**config.mk**
```make
export PLATFORM = sky130hd
export DESIGN_NAME = id_stage_ctrl
export DESIGN_NICKNAME = d
export VERILOG_FILES = /design/src/rtl/mips_pkg.sv /design/src/rtl/imm_class_decoder.sv /design/src/rtl/id_stage_ctrl.sv
export SDC_FILE = /design/constraint.sdc
export NUM_CORES = 1
export LEC_CHECK = 0
export CORE_AREA = 3 3 58 113
export CTS_BUF_LIST = sky130_fd_sc_hd__clkbuf_8 sky130_fd_sc_hd__clkbuf_16
export DETAILED_ROUTE_END_ITERATION = 7
export DIE_AREA = 0 0 61 116
export PLACE_DENSITY = 0.91
export REMOVE_ABC_BUFFERS = 1
export SLEW_MARGIN = 20
export SYNTH_ARGS = -nofsm -noshare
export SYNTH_HDL_FRONTEND = slang
export SYNTH_SLANG_ARGS = --single-unit
```
**constraint.sdc**
```tcl
create_clock -name i_clk -period 4.9 [get_ports i_clk]
set_input_delay 0.49 -clock i_clk [delete_from_list [all_inputs] [get_ports i_clk]]
set_output_delay 0.49 -clock i_clk [all_outputs]
set_load 0.01 [all_outputs]
```
**src/rtl/mips_pkg.sv**
```systemverilog
// Shared MIPS decode constants: opcodes, memory-op masks and the
// decode-stage controller state encoding.
package mips_pkg;

    localparam logic [5:0] OP_RTYPE = 6'b000000;
    localparam logic [5:0] OP_BEQ   = 6'b000100;
    localparam logic [5:0] OP_BNE   = 6'b000101;
    localparam logic [5:0] OP_ADDI  = 6'b001000;
    localparam logic [5:0] OP_ADDIU = 6'b001001;
    localparam logic [5:0] OP_SLTI  = 6'b001010;
    localparam logic [5:0] OP_SLTIU = 6'b001011;
    localparam logic [5:0] OP_ANDI  = 6'b001100;
    localparam logic [5:0] OP_ORI   = 6'b001101;
    localparam logic [5:0] OP_XORI  = 6'b001110;
    localparam logic [5:0] OP_LUI   = 6'b001111;
    localparam logic [5:0] OP_HALT  = 6'b111111;

    // Loads are 100xxx and stores are 101xxx.
    localparam logic [5:0] OP_MEM_MASK    = 6'b110000;
    localparam logic [5:0] OP_MEM_MATCH   = 6'b100000;
    localparam logic [5:0] OP_STORE_MASK  = 6'b111000;
    localparam logic [5:0] OP_STORE_MATCH = 6'b101000;

    typedef enum logic [1:0] {
        RUN    = 2'd0,
        STALL  = 2'd1,
        FLUSH  = 2'd2,
        HALTED = 2'd3
    } id_state_e;

    function automatic logic is_mem_op(input logic [5:0] op);
        return (op & OP_MEM_MASK) == OP_MEM_MATCH;
    endfunction

    function automatic logic is_store_op(input logic [5:0] op);
        return (op & OP_STORE_MASK) == OP_STORE_MATCH;
    endfunction

endpackage

```
**src/rtl/imm_class_decoder.sv**
```systemverilog
// Opcode-to-extension-mode table for the 16-bit immediate field.
// Arithmetic, compare, branch and memory offsets are sign-extended;
// logical immediates, LUI, R-type and anything unknown are zero-extended.
module imm_class_decoder
    import mips_pkg::*;
(
    input  logic [5:0] i_opcode,
    output logic       o_imm_signed
);

    // Combinational classification; unknown opcodes fall back to zero-extend.
    always_comb begin
        o_imm_signed = 1'b0;
        case (i_opcode)
            OP_ADDI, OP_ADDIU, OP_SLTI, OP_SLTIU,
            OP_BEQ, OP_BNE:                          o_imm_signed = 1'b1;
            OP_ANDI, OP_ORI, OP_XORI, OP_LUI,
            OP_RTYPE:                                o_imm_signed = 1'b0;
            default:                                 o_imm_signed = is_mem_op(i_opcode);
        endcase
    end

endmodule

```
**src/rtl/id_stage_ctrl.sv**
```systemverilog
// Decode-stage controller: IF/ID register, fetch handshake, load-use
// stall, branch flush, HALT freeze and a saturating stall counter.
//
//   state  | meaning
//   RUN    | normal fetch/decode, hazards and HALT evaluated
//   STALL  | one cycle after a load-use bubble; fetch resumes
//   FLUSH  | IF/ID cleared by a taken branch; redirected fetch accepted
//   HALTED | HALT reached ID; front end frozen until reset
module id_stage_ctrl
    import mips_pkg::*;
#(
    parameter int NB_DATA = 32,
    parameter int NB_IMM  = 16,
    parameter int NB_REG  = 5,
    parameter int NB_CNT  = 16
)(
    input  logic               i_clk,
    input  logic               i_rst_n,
    input  logic               i_if_valid,
    input  logic [NB_DATA-1:0] i_if_instr,
    output logic               o_if_ready,
    input  logic               i_ex_mem_read,
    input  logic [NB_REG-1:0]  i_ex_rt,
    input  logic               i_branch_taken,
    output logic               o_id_valid,
    output logic [NB_DATA-1:0] o_id_instr,
    output logic [NB_IMM-1:0]  o_imm_value,
    output logic               o_imm_signed,
    output logic               o_id_ex_bubble,
    output logic               o_halted,
    output logic [NB_CNT-1:0]  o_stall_cnt
);

    id_state_e          r_state;
    logic               r_id_valid;
    logic [NB_DATA-1:0] r_id_instr;
    logic               r_halted;
    logic [NB_CNT-1:0]  r_stall_cnt;

    logic [5:0]         w_opcode;
    logic [NB_REG-1:0]  w_rs;
    logic [NB_REG-1:0]  w_rt;
    logic               w_uses_rt;
    logic               w_hazard;
    logic               w_flush_req;
    logic               w_stall_go;
    logic               w_halt_go;
    logic               w_dec_signed;

    assign w_opcode = r_id_instr[31:26];
    assign w_rs     = r_id_instr[25:21];
    assign w_rt     = r_id_instr[20:16];

    // rt is a source only for R-type, stores and two-register branches.
    assign w_uses_rt = (w_opcode == OP_RTYPE) || is_store_op(w_opcode) ||
                       (w_opcode == OP_BEQ)   || (w_opcode == OP_BNE);

    // Hazards are only evaluated in RUN, so each stall lasts exactly one cycle.
    assign w_hazard = (r_state == RUN) && r_id_valid && i_ex_mem_read &&
                      (i_ex_rt != '0) &&
                      ((i_ex_rt == w_rs) || (w_uses_rt && (i_ex_rt == w_rt)));

    assign w_flush_req = i_branch_taken && (r_state != HALTED);
    assign w_stall_go  = w_hazard && !w_flush_req;
    assign w_halt_go   = ((r_state == RUN) || (r_state == STALL)) && r_id_valid &&
                         (w_opcode == OP_HALT) && !w_flush_req && !w_hazard;

    // A fetch is only accepted when the IF/ID register will actually load it.
    assign o_if_ready = i_rst_n && (r_state != HALTED) &&
                        !w_flush_req && !w_stall_go && !w_halt_go;

    assign o_id_ex_bubble = w_stall_go;
    assign o_id_valid     = r_id_valid;
    assign o_id_instr     = r_id_instr;
    assign o_imm_value    = r_id_instr[NB_IMM-1:0];
    assign o_halted       = r_halted;
    assign o_stall_cnt    = r_stall_cnt;

    imm_class_decoder u_imm_class (
        .i_opcode     (w_opcode),
        .o_imm_signed (w_dec_signed)
    );

    assign o_imm_signed = r_id_valid && w_dec_signed;

    // FSM, IF/ID register and stall counter; priority flush > stall > HALT > fetch.
    always_ff @(posedge i_clk or negedge i_rst_n) begin
        if (!i_rst_n) begin
            r_state     <= RUN;
            r_id_valid  <= 1'b0;
            r_id_instr  <= '0;
            r_halted    <= 1'b0;
            r_stall_cnt <= '0;
        end else if (w_flush_req) begin
            r_state    <= FLUSH;
            r_id_valid <= 1'b0;
            r_id_instr <= '0;
        end else if (w_stall_go) begin
            r_state <= STALL;
            if (r_stall_cnt != {NB_CNT{1'b1}})
                r_stall_cnt <= r_stall_cnt + NB_CNT'(1);
        end else if (w_halt_go) begin
            r_state    <= HALTED;
            r_id_valid <= 1'b0;
            r_halted   <= 1'b1;
        end else if (r_state != HALTED) begin
            r_state    <= RUN;
            r_id_valid <= i_if_valid;
            if (i_if_valid)
                r_id_instr <= i_if_instr;
        end
    end

endmodule
```
==> results.md <==
- Inst Count DP: 363
- Seq pwr share: 47.3%
- CTS Buf Count: 5
- Port Buffer Count: 110
- DR pass1 iterations: 4
- Critical path's largest stage delay: 0.57 ns
- Startpoint type of the worst setup path: primary input
- Die ar.: 7080 um^2
- Most frequent cells in the layout: clkdlybuf4s50_1, dfrtp_1, a22o_1, xor2_1, nand2_1
- Switching part of the total: around a quarter
- Area growth from synthesis to layout: 45.1%
- First DRT Iteration DRCs: between 80 and 90
- Hold Violations, Final: 0
- Clock Power Share: between 30% and 40%
- Avg Inst Size Synth: 11.8 um^2
- CP Buf/Inv Count: 2
- Final-report setup violation count: 0
- Worst Skew: 0.00722 ns
- Via/cell ratio: 5.37
- Mapped Cells: 214
- Worst skew pair latency: 0.29 ns
- Total GRT Usage: 19.2%
- Slack of the critical path: 1.43 ns
- Period utilisation layout: 70.9%
- Wirelength per Cell: around 17 um
- Worst VDD drop: 0.233 mV
- DR vias: 1994
- Pwr dens: about 270 nW/um^2
- Slew Limit Fails: 0
- Clock root buffer: clkbuf_16
- Achievable Freq: 0.288 GHz
- RD Place Congestion: 0.808
- Initial antenna violation count: 0
- Critical-path cell list: clkdlybuf4s50_1, or4_4, o21ai_4, nor4_4, or2_2, nor3_1, clkdlybuf4s50_1
- Row count: 39
- Hpwl dp: between 4 and 5 mm
- Die Wd: 61 um
- Synth Warn #: 0
- WP data required: 4.41 ns
- Pin count of the biggest net entering global routing: 54
- Fin area: between 3000 and 4000 um^2
- Drt drc: 0
- Post-CTS setup buffers: 0
- Clock Sinks: between 50 and 60
- Core area: 5810 um^2
- WP data arrival: a little under 3 ns
- Final antenna diode count: 0
- Cell internal pwr: 0.000747 W
- Delay-heaviest family, CP: simple AND/OR/NAND/NOR gates
- Total gr overflow: 0
- MaxCap Viol Count: 0
- Final net count: roughly 350
- Worst setup EP type: output port
- Seq cells post-synth: 52
- Slew margin rel.: 56.1%
- Starting density of the core: a little over two fifths
- Clock Path Buffers: 2
- Layout cell share with drive strength beyond 1: 9.03%
- H-Tree Level Count: 2
- CTS clk-pin slew, worst paths: 0.07 ns
- Final worst path period need: 3.47 ns
- Worst-margin pin slew: around 0.66 ns
- Comb pwr share: 16.2%
- Post-Layout Cell Count: 371
- Yosys cell types: 36
- Commonest non-fill, non-tap cell in the layout: clkdlybuf4s50_1
- Critical Setup Path Class: in -> out
- Post-cts sizing count: 0
- Leak: 1.60 nW
- Status: complete, no violations
- Fill count: 450
- Area of placed instances: 3520 um^2
- Chip Height: about 120 um
- Post-CTS Hold Fix Bufs: 0
- Worst-path maximum fanout: 5
- Critical-path top delay cell: or4_4
- First-pass GRT wire length: 10.2 mm
- Final antenna-violating net count: 0
- I/O pins: 111
- Setup TNS: 0 ns
- Net Sw Power: ~0.00024 W
- RSZ-0062 raised after global routing: no
- Dpl ws: 1.41 ns
- Seq/Total Area, Yosys: 51.5%
- Synthesized cell area: 2530 um^2
- WL final: slightly above 6 mm
- Worst min path class: in -> async
- Vias in the first global route: 2146
- Final Util: about 63%
- CTS tree: done
- Top cell by count, worst path: clkdlybuf4s50_1
-- worst paths after layout --
check                                 from              end  slack [ns]  cells after the start
worst max-delay path            i_ex_rt[1]       o_if_ready        1.43                      7
worst min-delay path               i_rst_n   o_id_instr[20]        0.29                      2
worst max register to register  r_state[1]  o_stall_cnt[13]        2.62                      6
worst min register to register    o_halted         o_halted        0.48                      1
max in group asynchronous          i_rst_n   o_id_instr[21]        4.15                      2
min in group i_clk                o_halted         o_halted        0.48                      1
-- worst reg2reg max path, delay by kind of cell (launching register included) --
kind | cells | cell delay [ns]
compound gates | 2 | 0.44
xor+xnor | 1 | 0.19
flops | 1 | 0.42
simple gates | 3 | 1.16
-- synth_stat cells (all sizes together) --
cell type | count | share of area [%]
nor3 | 8 | 1.6
and4bb | 1 | 0.49
inv | 6 | 0.89
clkbuf | 1 | 0.15
o31ai | 1 | 0.49
or3b | 1 | 0.35
nand2b | 4 | 0.99
and3 | 1 | 0.25
xor2 | 13 | 4.5
and2 | 1 | 0.25
buf | 23 | 7.7
or2 | 2 | 0.49
nor4 | 5 | 2.1
a22o | 32 | 11
a21oi | 5 | 0.99
nand4 | 4 | 0.99
nand3 | 9 | 2.0
nand2 | 12 | 1.9
or3 | 1 | 0.25
ha | 1 | 0.49
o211ai | 1 | 0.49
nor4b | 2 | 1.9
nor2 | 9 | 1.3
dfrtp | 52 | 51
xnor2 | 10 | 3.5
mux2 | 3 | 1.3
o21ai | 3 | 1.0
o31a | 1 | 0.35
or4 | 2 | 0.74
-- metrics by stage --
step	power (W)	hold slack, ns
after floorplan	0.000525	0.194
after global placement	0.000631	0.452
after detailed placement	0.000635	0.464
after CTS	0.000997	0.333
after global routing	0.00102	0.364
final	0.000985	0.288
-- layout make-up --
class / count / area, um^2 / area share (%)
Sequential cell: 52 / 1300 / 35.5
Tap cell: 61 / 76.3 / 2.08
Clock inverter: 2 / 13.8 / 0.375
Timing Repair Buffer: 112 / 1110 / 30.3
Clock buffer: 6 / 139 / 3.78
Multi-Input combinational cell: 132 / 1010 / 27.4
Inverter: 6 / 22.5 / 0.614
-- sequential cells by signal, indices dropped and copies added (netlist names) --
signal	flops
o_id_instr	32
r_state	2
o_stall_cnt	16
o_halted	1
o_id_valid	1
-- layer usage --
| metal | part of all wire [%] | vias up | global-route usage, % |
|---|---|---|---|
| met5 | 0 | - | 0 |
| met4 | 2.0 | 0 | 7.96 |
| met3 | 4.7 | 11 | 4.79 |
| met2 | 59 | 63 | 34.6 |
| met1 | 34 | 980 | 20.4 |
| li1 | - | 940 | - |
-- power groups by stage --
stage / clock (W) / combinational (W) / sequential [W]
2_1_floorplan: 0 / 0.0000419 / 0.000483
3_3_place_gp: 0 / 0.000158 / 0.000473
3_5_place_dp: 0 / 0.000161 / 0.000474
4_1_cts: 0.000368 / 0.000162 / 0.000466
5_1_grt: 0.000383 / 0.000172 / 0.000469
6_report: 0.000359 / 0.000160 / 0.000466
-- cell families after synthesis --
kind of cell | synth area share [%]
adder cells (fa/ha/maj) | 0.495
flip-flops | 51.5
multiplexers | 1.34
buffers and inverters | 8.76
AO/OA/AOI/OAI | 14.4
AND/OR/NAND/NOR | 15.5
XOR/XNOR | 7.97
Power figures use the tool's default switching activity.
